==> src/rtl/axi_wdata_router.sv <==
// W-channel router: AW-side decoder pushes one-hot destinations into a routing FIFO,
// and W beats follow the head entry until its last beat; error entries absorb beats.
module axi_wdata_router #(
  parameter int N_INIT_PORT = 4,
  parameter int FIFO_DEPTH  = 8,
  parameter bit BYPASS      = 1'b1
) (
  input  logic                                 clk,
  input  logic                                 rst_n,
  input  logic                                 wvalid_i,
  input  logic                                 wlast_i,
  output logic                                 wready_o,
  output logic [N_INIT_PORT-1:0]               wvalid_o,
  input  logic [N_INIT_PORT-1:0]               wready_i,
  input  logic                                 push_dest_i,
  input  logic [N_INIT_PORT-1:0]               dest_i,
  input  logic                                 dest_error_i,
  output logic                                 grant_dest_o,
  output logic                                 wdata_error_completed_o,
  output logic [$clog2(FIFO_DEPTH+1)-1:0]      fifo_count_o,
  output logic                                 wdata_idle_o
);

  localparam int CW = $clog2(FIFO_DEPTH+1);
  localparam int PW = $clog2(FIFO_DEPTH);
  localparam logic [CW-1:0] FULL = CW'(FIFO_DEPTH);

  logic [N_INIT_PORT-1:0] dest_mem [FIFO_DEPTH];
  logic                   err_mem  [FIFO_DEPTH];

  logic [CW-1:0] count;
  logic [PW-1:0] rd_ptr, wr_ptr;

  logic                   push_acc, push_err, store_empty;
  logic                   head_valid, head_err;
  logic [N_INIT_PORT-1:0] head_dest;
  logic                   pop, bypass_pop, do_push, do_pop;

  assign store_empty  = (count == '0);
  assign grant_dest_o = (count < FULL);
  assign fifo_count_o = count;
  assign wdata_idle_o = store_empty;

  // push is gated by rst_n so a bypass head cannot appear while reset is held
  assign push_acc = push_dest_i & grant_dest_o & rst_n;
  assign push_err = dest_error_i | (dest_i == '0);

  assign head_valid = !store_empty || (BYPASS && push_acc);
  assign head_dest  = store_empty ? dest_i   : dest_mem[rd_ptr];
  assign head_err   = store_empty ? push_err : err_mem[rd_ptr];

  always_comb begin
    wvalid_o                = '0;
    wready_o                = 1'b0;
    wdata_error_completed_o = 1'b0;
    if (head_valid) begin
      if (head_err) begin
        wready_o                = 1'b1;
        wdata_error_completed_o = wvalid_i & wlast_i;
      end else begin
        wvalid_o = head_dest & {N_INIT_PORT{wvalid_i}};
        wready_o = |(wready_i & head_dest);
      end
    end
  end

  assign pop        = head_valid & wvalid_i & wready_o & wlast_i;
  assign bypass_pop = pop & store_empty;
  assign do_push    = push_acc & ~bypass_pop;
  assign do_pop     = pop & ~store_empty;

  always_ff @(posedge clk or negedge rst_n) begin
    if (!rst_n) begin
      count  <= '0;
      rd_ptr <= '0;
      wr_ptr <= '0;
    end else begin
      if (do_push) wr_ptr <= wr_ptr + PW'(1);
      if (do_pop)  rd_ptr <= rd_ptr + PW'(1);
      case ({do_push, do_pop})
        2'b10:   count <= count + CW'(1);
        2'b01:   count <= count - CW'(1);
        default: count <= count;
      endcase
    end
  end

  // storage is not reset; only pointers and count define what is valid
  always_ff @(posedge clk) begin
    if (do_push) begin
      dest_mem[wr_ptr] <= dest_i;
      err_mem[wr_ptr]  <= push_err;
    end
  end

endmodule

==> config.mk <==
export PLATFORM = sky130hd
export DESIGN_NAME = axi_wdata_router
export DESIGN_NICKNAME = d
export VERILOG_FILES = /design/src/rtl/axi_wdata_router.sv
export SDC_FILE = /design/constraint.sdc
export NUM_CORES = 1
export LEC_CHECK = 0
export ABC_CLOCK_PERIOD_IN_PS = 2900
export CORE_AREA = 2 2 80 82
export DETAILED_ROUTE_END_ITERATION = 7
export DIE_AREA = 0 0 82 84
export PLACE_DENSITY = 0.66
export SLEW_MARGIN = 20
export SYNTH_ARGS = -nofsm -noshare
export SYNTH_HDL_FRONTEND = slang
export SYNTH_SLANG_ARGS = --single-unit
==> constraint.sdc <==
create_clock -name clk -period 2.9 [get_ports clk]
set_input_delay 0.29 -clock clk [delete_from_list [all_inputs] [get_ports clk]]
set_output_delay 0.29 -clock clk [all_outputs]
set_load 0.01 [all_outputs]
==> results of run 1 <==
[report_power, final]
part / internal (mW) / total [mW] / switching [mW]
Combinational: 0.915 / 1.74 / 0.826
Clock: 0.263 / 0.514 / 0.251
Sequential: 0.867 / 0.977 / 0.110
[worst min path at each step]
| stage | start | slack (ns) | cells after the start | end |
|---|---|---|---|---|
| 2_1_floorplan | rst_n | -0.006 | 0 | fifo_count_o[0] |
| 3_3_place_gp | fifo_count_o[0] | 0.56 | 2 | fifo_count_o[0] |
| 5_1_grt | rst_n | 0.32 | 2 | wr_ptr[1] |
| 4_1_cts | rst_n | 0.30 | 2 | wr_ptr[1] |
| 3_5_place_dp | fifo_count_o[0] | 0.57 | 2 | fifo_count_o[0] |
| 6_report | rst_n | 0.30 | 2 | wr_ptr[2] |
[through the flow]
step / area, sq um / util / total power, mW
floorplan: 2660 / - / 1.97
global placement: 3190 / 0.524 / 2.53
detailed placement: 3190 / 0.524 / 2.56
CTS: 3360 / 0.551 / 3.09
global route: 3450 / 0.567 / 3.40
finish: 3450 / 0.567 / 3.23
[cells in the final DEF (no fill, tap or decap), types with 3 or more instances in the layout]
master,count
a21oi_1,6
o21ai_0,3
clkdlybuf4s50_1,19
o2111ai_1,3
ha_1,3
nor2b_1,5
buf_4,40
xnor2_1,5
edfxtp_1,40
mux4_2,3
mux2i_1,13
buf_6,3
a22oi_1,4
inv_1,10
dlygate4sd2_1,5
nor2_1,11
o2111a_1,5
nand2_1,14
clkbuf_8,5
nor3_1,3
o311ai_2,3
dfrtp_1,9
a211oi_1,3
[area by class of cell]
type	instances	area (sq um)	area share
multi-input cells	125	1150	0.333
repair buffers	69	601	0.174
well taps	77	96.3	0.0279
inverters	10	37.5	0.0109
flip-flops and latches	50	1450	0.421
clock buffers	5	68.8	0.0199
clock inverters	3	48.8	0.0141
[routing by layer]
metal  vias up  GRT usage  wire, um  share of wire
met5         -          0         0              0
met4         0     0.0455        93          0.015
met3         8     0.0325       168          0.028
met2        32      0.313      3170           0.52
met1       899      0.240      2650           0.44
li1        882          -         -              -
[state kept, by name, indices dropped and copies added, names as in the netlist]
register and cells:
dest_mem 32, err_mem 8, fifo_count_o 4, rd_ptr 3, wr_ptr 3
[repair_timing]
item / 4_1_cts / 5_1_grt
pin swaps: 2 / 4
endpoints found under the setup margin: 6 / 23
setup buffers: 3 / 9
gates resized for setup: 12 / 9
[worst max-delay path, stage by stage, from the launching register on]
cell and delay, ns:
dfrtp_1 0.57, nor2b_1 0.26, a22oi_1 0.12, buf_4 0.16, a41oi_4 0.21, nand4_4 0.17
buf_4 0.17, buf_4 0.13, or2_4 0.29, a2111oi_4 0.37, buf_6 0.19
[cells by family (layout without fill, tap and decap cells)]
family,after synthesis,count (layout)
adder cells (fa/ha/maj),6,6
buffers and inverters,20,87
multiplexers,22,22
AND/OR/NAND/NOR,51,51
flip-flops,50,50
XOR/XNOR,6,6
AO/OA/AOI/OAI,40,40
==> summary.txt, run 1 <==
Clock tree
  – Clock slew at reported path FFs: 0.10 ns
  – Clock Sink Count: 50
  – Clk Latency, worst-skew pair: 0.31 ns
  – Htree depth: 2
  – CTS max path bufs: 2
  – # hold bufs at CTS: 0
  – CTS buffer count: 5
  – Clock Root Buffer: clkbuf_8
  – CTS tree: done

Floorplan
  – Starting Density: 0.430
  – Core area: 6100 sq um
  – DIE AREA: 6890 sq um
  – Die Ht: 84 um
  – Die width: 82 um
  – # rows: 29
  – Io pins: 26

Drt
  – Detailed-route via count: 1821
  – WL final: 6090 um
  – 1st-iter DRT viols: 79
  – Pre-antenna DRT Iters: 4
  – # DRC: 0
  – Avg WL per Cell: 18.0 um
  – Drt via density: 5.37
  – Antenna viol nets, final: 0

Layout
  – Layout Nets: 281
  – # fillers: 527
  – Share of post-route cells with drive strength above 1: 0.309
  – Area growth from synthesis to layout: 31.7%
  – N_diodes: 0
  – Fin cells: 339

Synthesis
  – Synth top cells by count: edfxtp_1, mux2i_1, nand2_1
  – Share of the synthesized area in the top cell type: 0.458
  – Yosys reg bits: 50
  – Seq/Total Area, Yosys: 0.553
  – Area leader, netlist: edfxtp_1
  – Synth Net Count: 215
  – Simple-gate portion of the synthesized area: 0.103
  – Post-synth EDFFs: 40
  – Yosys cell types: 47
  – Multiplexer area fraction after synthesis: 0.104
  – Post-Syn Instances: 195
  – Most used DFF post-synth: edfxtp_1
  – Adder-Cell Fraction of Synth Area: 0.0315
  – Fraction of the mapped netlist area in compound gates: 0.148
  – Mapped cell area: 2620 sq um
  – Async SR Flop Fraction: 0.200
  – Post-Synth XOR/XNOR Area: 0.0200
  – Top cells by area, synth: edfxtp_1, dfrtp_1, mux2i_1, mux4_2, ha_1
  – Ys Warns: 0
  – Count leader, synth: edfxtp_1
  – Largest family of logic cells by synthesized area: compound AO/OA/AOI/OAI gates
  – Mean post-synth cell area: 13.4 sq um

Setup path
  – Startpoint types: flop
  – Worst r2r dst: dest_mem[6][1]
  – CP endpoint: dest_mem[6][1]
  – Cell count of the worst reg-to-reg path: 10
  – Setup slack, reg-to-reg: -0.02 ns
  – CP arrival: 2.94 ns
  – Crit. End Element: flop
  – RR Startpoint: rd_ptr[1]
  – WS Path Type: flop to flop
  – Worst EP required: 2.93 ns
  – Max FO, Critical Path: 10
  – Crit. Startpoint: rd_ptr[1]

Timing
  – Final worst path period need: 2.92 ns
  – Max_slew headroom: 0.679
  – Setup TNS: -0.0504 ns
  – Fin crit share: 1.01
  – Min Hold Slack: 0.301 ns
  – Max frequency: 0.343 GHz
  – Fin. max-slew vios: 0
  – Clock Skew: 0.00862 ns
  – Setup ws final: -0.0162 ns
  – Worst-Margin Slew: 0.480 ns
  – RSZ-0062 raised after global routing: yes
  – Final Hold Fails: 0
  – # setup viols final: 5

Run status
  – Outcome: complete, but fails checks
  – Failing checks: negative setup slack

Placement
  – Dpl hpwl: 4320 um
  – RePlAce Congestion: 0.780
  – Cell Count Post-Placement: 320
  – DP Worst Slack: -0.105 ns
  – IO Port Bufs: 25

GRT
  – Global-route usage over all layers: 0.184
  – Total grt overflow: 0
  – Pin count of the biggest net entering global routing: 18
  – First-pass GRT wire length: 9250 um
  – Initial antenna violation count: 0
  – Vias in the first global route: 1829

Pwr
  – Worst VDD drop: 0.450 mV
  – Lkg Pwr: 1.30 nW
  – Power per cell area: 936 nW/um^2

Job
  – Max_cap viols: 0

Worst hold path
  – HP Class: input port to async pin
Power figures use the tool's default switching activity.
==> run 2, diff against run 1 <==
--- a/config.mk
+++ b/config.mk
@@ -6,10 +6,12 @@
 export NUM_CORES = 1
 export LEC_CHECK = 0
 export ABC_CLOCK_PERIOD_IN_PS = 2900
-export CORE_AREA = 2 2 80 82
+export CELL_PAD_IN_SITES_DETAIL_PLACEMENT = 1
+export CELL_PAD_IN_SITES_GLOBAL_PLACEMENT = 2
+export CORE_AREA = 2 2 89 91
 export DETAILED_ROUTE_END_ITERATION = 7
-export DIE_AREA = 0 0 82 84
-export PLACE_DENSITY = 0.66
+export DIE_AREA = 0 0 91 93
+export PLACE_DENSITY = 0.74
 export SLEW_MARGIN = 20
 export SYNTH_ARGS = -nofsm -noshare
 export SYNTH_HDL_FRONTEND = slang
==> run 2 against run 1 <==
Compared with the run above: the run now ends clean; clock skew is 0.0024 ns lower; power is 3.7% lower; critical path depth is 4 higher; first-iteration DRC count is 39% lower; final cell count is 5.0% higher; non-clock buffer count is 8 lower; maximum frequency is 0.77% higher; via count stayed put; die area is 23% higher; combinational power is 6% lower; sequential share of layout area is 0.47 points higher; global-route usage is 1.8 points lower; highest routed layer unchanged.
==> summary.txt, run 2 (same netlist as run 1, synthesis figures left out) <==
Pwr
  – Switching part of the total: 0.376 (was 0.367)
  – Gate power share: 0.527 (was 0.539)
  – Lkg Pwr: 1.26 nW (was 1.30 nW)
  – Clock Power Share: 0.159 (about the same)
  – Int Pwr: 1.94 mW (was 2.04 mW)
  – Sw power: 1.17 mW (was 1.19 mW)
  – Power per cell area: 911 nW/um^2 (was 936 nW/um^2)
  – Worst VDD drop: 0.423 mV (was 0.450 mV)
  – Seq pwr share: 0.314 (was 0.302)

Setup path
  – CP arrival: 3.09 ns (was 2.94 ns)
  – Setup slack, reg-to-reg: 0.006 ns (was -0.02 ns)
  – Startpoint types: flop (unchanged)
  – Worst EP required: 3.10 ns (was 2.93 ns)
  – Max FO, Critical Path: 7 (was 10)
  – WS Path Type: flop to flop (unchanged)
  – Crit. End Element: flop (unchanged)

Clock tree
  – CTS max path bufs: 2 (unchanged)
  – CTS buffer count: 5 (unchanged)
  – Clock slew at reported path FFs: 0.09 ns (was 0.10 ns)
  – # hold bufs at CTS: 0 (unchanged)
  – CTS tree: done (unchanged)
  – Clock Sink Count: 50 (unchanged)
  – Htree depth: 2 (unchanged)
  – Clock Root Buffer: clkbuf_8 (unchanged)
  – Clk Latency, worst-skew pair: 0.31 ns (about the same)

Layout
  – Most frequent cells in the layout: edfxtp_1, buf_4, clkdlybuf4s50_1 (unchanged)
  – N_diodes: 0 (unchanged)
  – Largest reg by FF count: dest_mem (unchanged)
  – Area growth from synthesis to layout: 30.3% (was 31.7%)
  – Max reg flops: 32 (unchanged)
  – Share of post-route cells with drive strength above 1: 0.295 (was 0.309)
  – Layout Nets: 273 (was 281)
  – Post-layout util: 0.454 (was 0.567)
  – Most common cell after layout, fill and taps aside: edfxtp_1

Floorplan
  – Die width: 91 um (was 82 um)
  – Core area: 7530 sq um (was 6100 sq um)
  – DIE AREA: 8460 sq um (was 6890 sq um)
  – Starting Density: 0.348 (was 0.430)
  – Die Ht: 93 um (was 84 um)
  – Io pins: 26 (unchanged)
  – # rows: 32 (was 29)

Timing
  – RSZ-0062 raised after global routing: yes (unchanged)
  – Clock Skew: 0.00625 ns (was 0.00862 ns)
  – Max frequency: 0.346 GHz (was 0.343 GHz)
  – Setup TNS: 0 ns (was -0.0504 ns)
  – Setup ws final: 0.00608 ns (was -0.0162 ns)
  – Fin crit share: 0.998 (was 1.01)
  – Max_slew headroom: 0.715 (was 0.679)
  – # setup viols final: 0 (was 5)
  – Final worst path period need: 2.89 ns (was 2.92 ns)
  – Worst-Margin Slew: 0.426 ns (was 0.480 ns)
  – Fin. max-slew vios: 0 (unchanged)
  – Final Hold Fails: 0 (unchanged)

Placement
  – IO Port Bufs: 25 (unchanged)
  – RePlAce Congestion: 0.752 (was 0.780)
  – Dpl hpwl: 4950 um (was 4320 um)
  – DP Worst Slack: -0.187 ns (was -0.105 ns)

GRT
  – Total grt overflow: 0 (unchanged)
  – First-pass GRT wire length: 10600 um (was 9250 um)
  – Vias in the first global route: 1967 (was 1829)
  – Global-route usage over all layers: 0.166 (was 0.184)
  – Pin count of the biggest net entering global routing: 17 (was 18)
  – Initial antenna violation count: 0 (unchanged)

Drt
  – Detailed-route via count: 1821 (unchanged)
  – Pre-antenna DRT Iters: 4 (unchanged)
  – # DRC: 0 (unchanged)
  – Avg WL per Cell: 18.9 um (was 18.0 um)
  – Drt via density: 5.12 (was 5.37)
  – Antenna viol nets, final: 0 (unchanged)
  – 1st-iter DRT viols: 48 (was 79)
  – WL final: 6740 um (was 6090 um)

Worst hold path
  – HP Class: input port to async pin (unchanged)

Job
  – Max_cap viols: 0 (unchanged)

Run status
  – Outcome: completed (was complete, but fails checks)
[run 2: what timing repair did]
action | 4_1_cts | 5_1_grt
gates resized for setup | 11 | 11
setup buffers | 0 | 2
setup endpoints to repair | 7 | 7
pin swaps | 1 | 4
endpoints found under the hold margin | 0 | 0
[run 2: power by group through the flow]
stage / combinational (mW) / sequential [mW] / clock, mW
after floorplan: 1.01 / 0.961 / 0
after global placement: 1.55 / 0.984 / 0
after detailed placement: 1.58 / 0.990 / 0
after CTS: 1.59 / 0.974 / 0.511
after global routing: 1.79 / 0.997 / 0.526
final: 1.64 / 0.978 / 0.494
[run 2: final cells by class]
cell class                      instances  area (sq um)
Sequential cell                        50          1450
Timing Repair Buffer                   61           537
Clock buffer                            5          68.8
Inverter                               10          37.5
Multi-Input combinational cell        125          1150
Clock inverter                          3          42.5
Tap cell                              102           128
Fill cell                             821          4110
[run 2: through the flow]
stage	total power, mW	hold slack, ns	cell area, sq um	std cells
3_5_place_dp	2.57	0.587	3230	346
3_3_place_gp	2.54	0.563	3230	346
5_1_grt	3.31	0.334	3420	356
4_1_cts	3.08	0.325	3360	354
2_1_floorplan	1.97	-0.00559	2660	195
6_report	3.11	0.325	3420	356
[run 2: final timing paths]
kind / start / end / cells after the start
worst max-delay path: rd_ptr[0] / fifo_count_o[3] / 14
worst min-delay path: rst_n / wr_ptr[2] / 2
worst max register to register: rd_ptr[0] / fifo_count_o[3] / 14
worst min register to register: fifo_count_o[0] / fifo_count_o[0] / 2
max in group asynchronous: rst_n / rd_ptr[2] / 2
min in group clk: fifo_count_o[0] / fifo_count_o[0] / 2
[run 2: worst max-delay path, stage by stage (launching register included)]
cell     delay, ns
dfrtp_1       0.43
buf_12        0.16
mux2i_1       0.13
mux4_2        0.47
mux2_4        0.29
nand4_4       0.10
nor2_4        0.06
o21ai_2       0.15
ha_4          0.17
ha_4          0.19
a21o_1        0.16
a21oi_2       0.13
xnor2_1       0.13
nor2_1        0.08
xnor2_1       0.12
[run 2: layer usage]
metal,global-route usage,routed length (um),up-vias
met5,0,0,-
met4,0.0505,126,0
met3,0.0298,141,10
met2,0.295,3520,27
met1,0.207,2960,920
li1,-,-,864
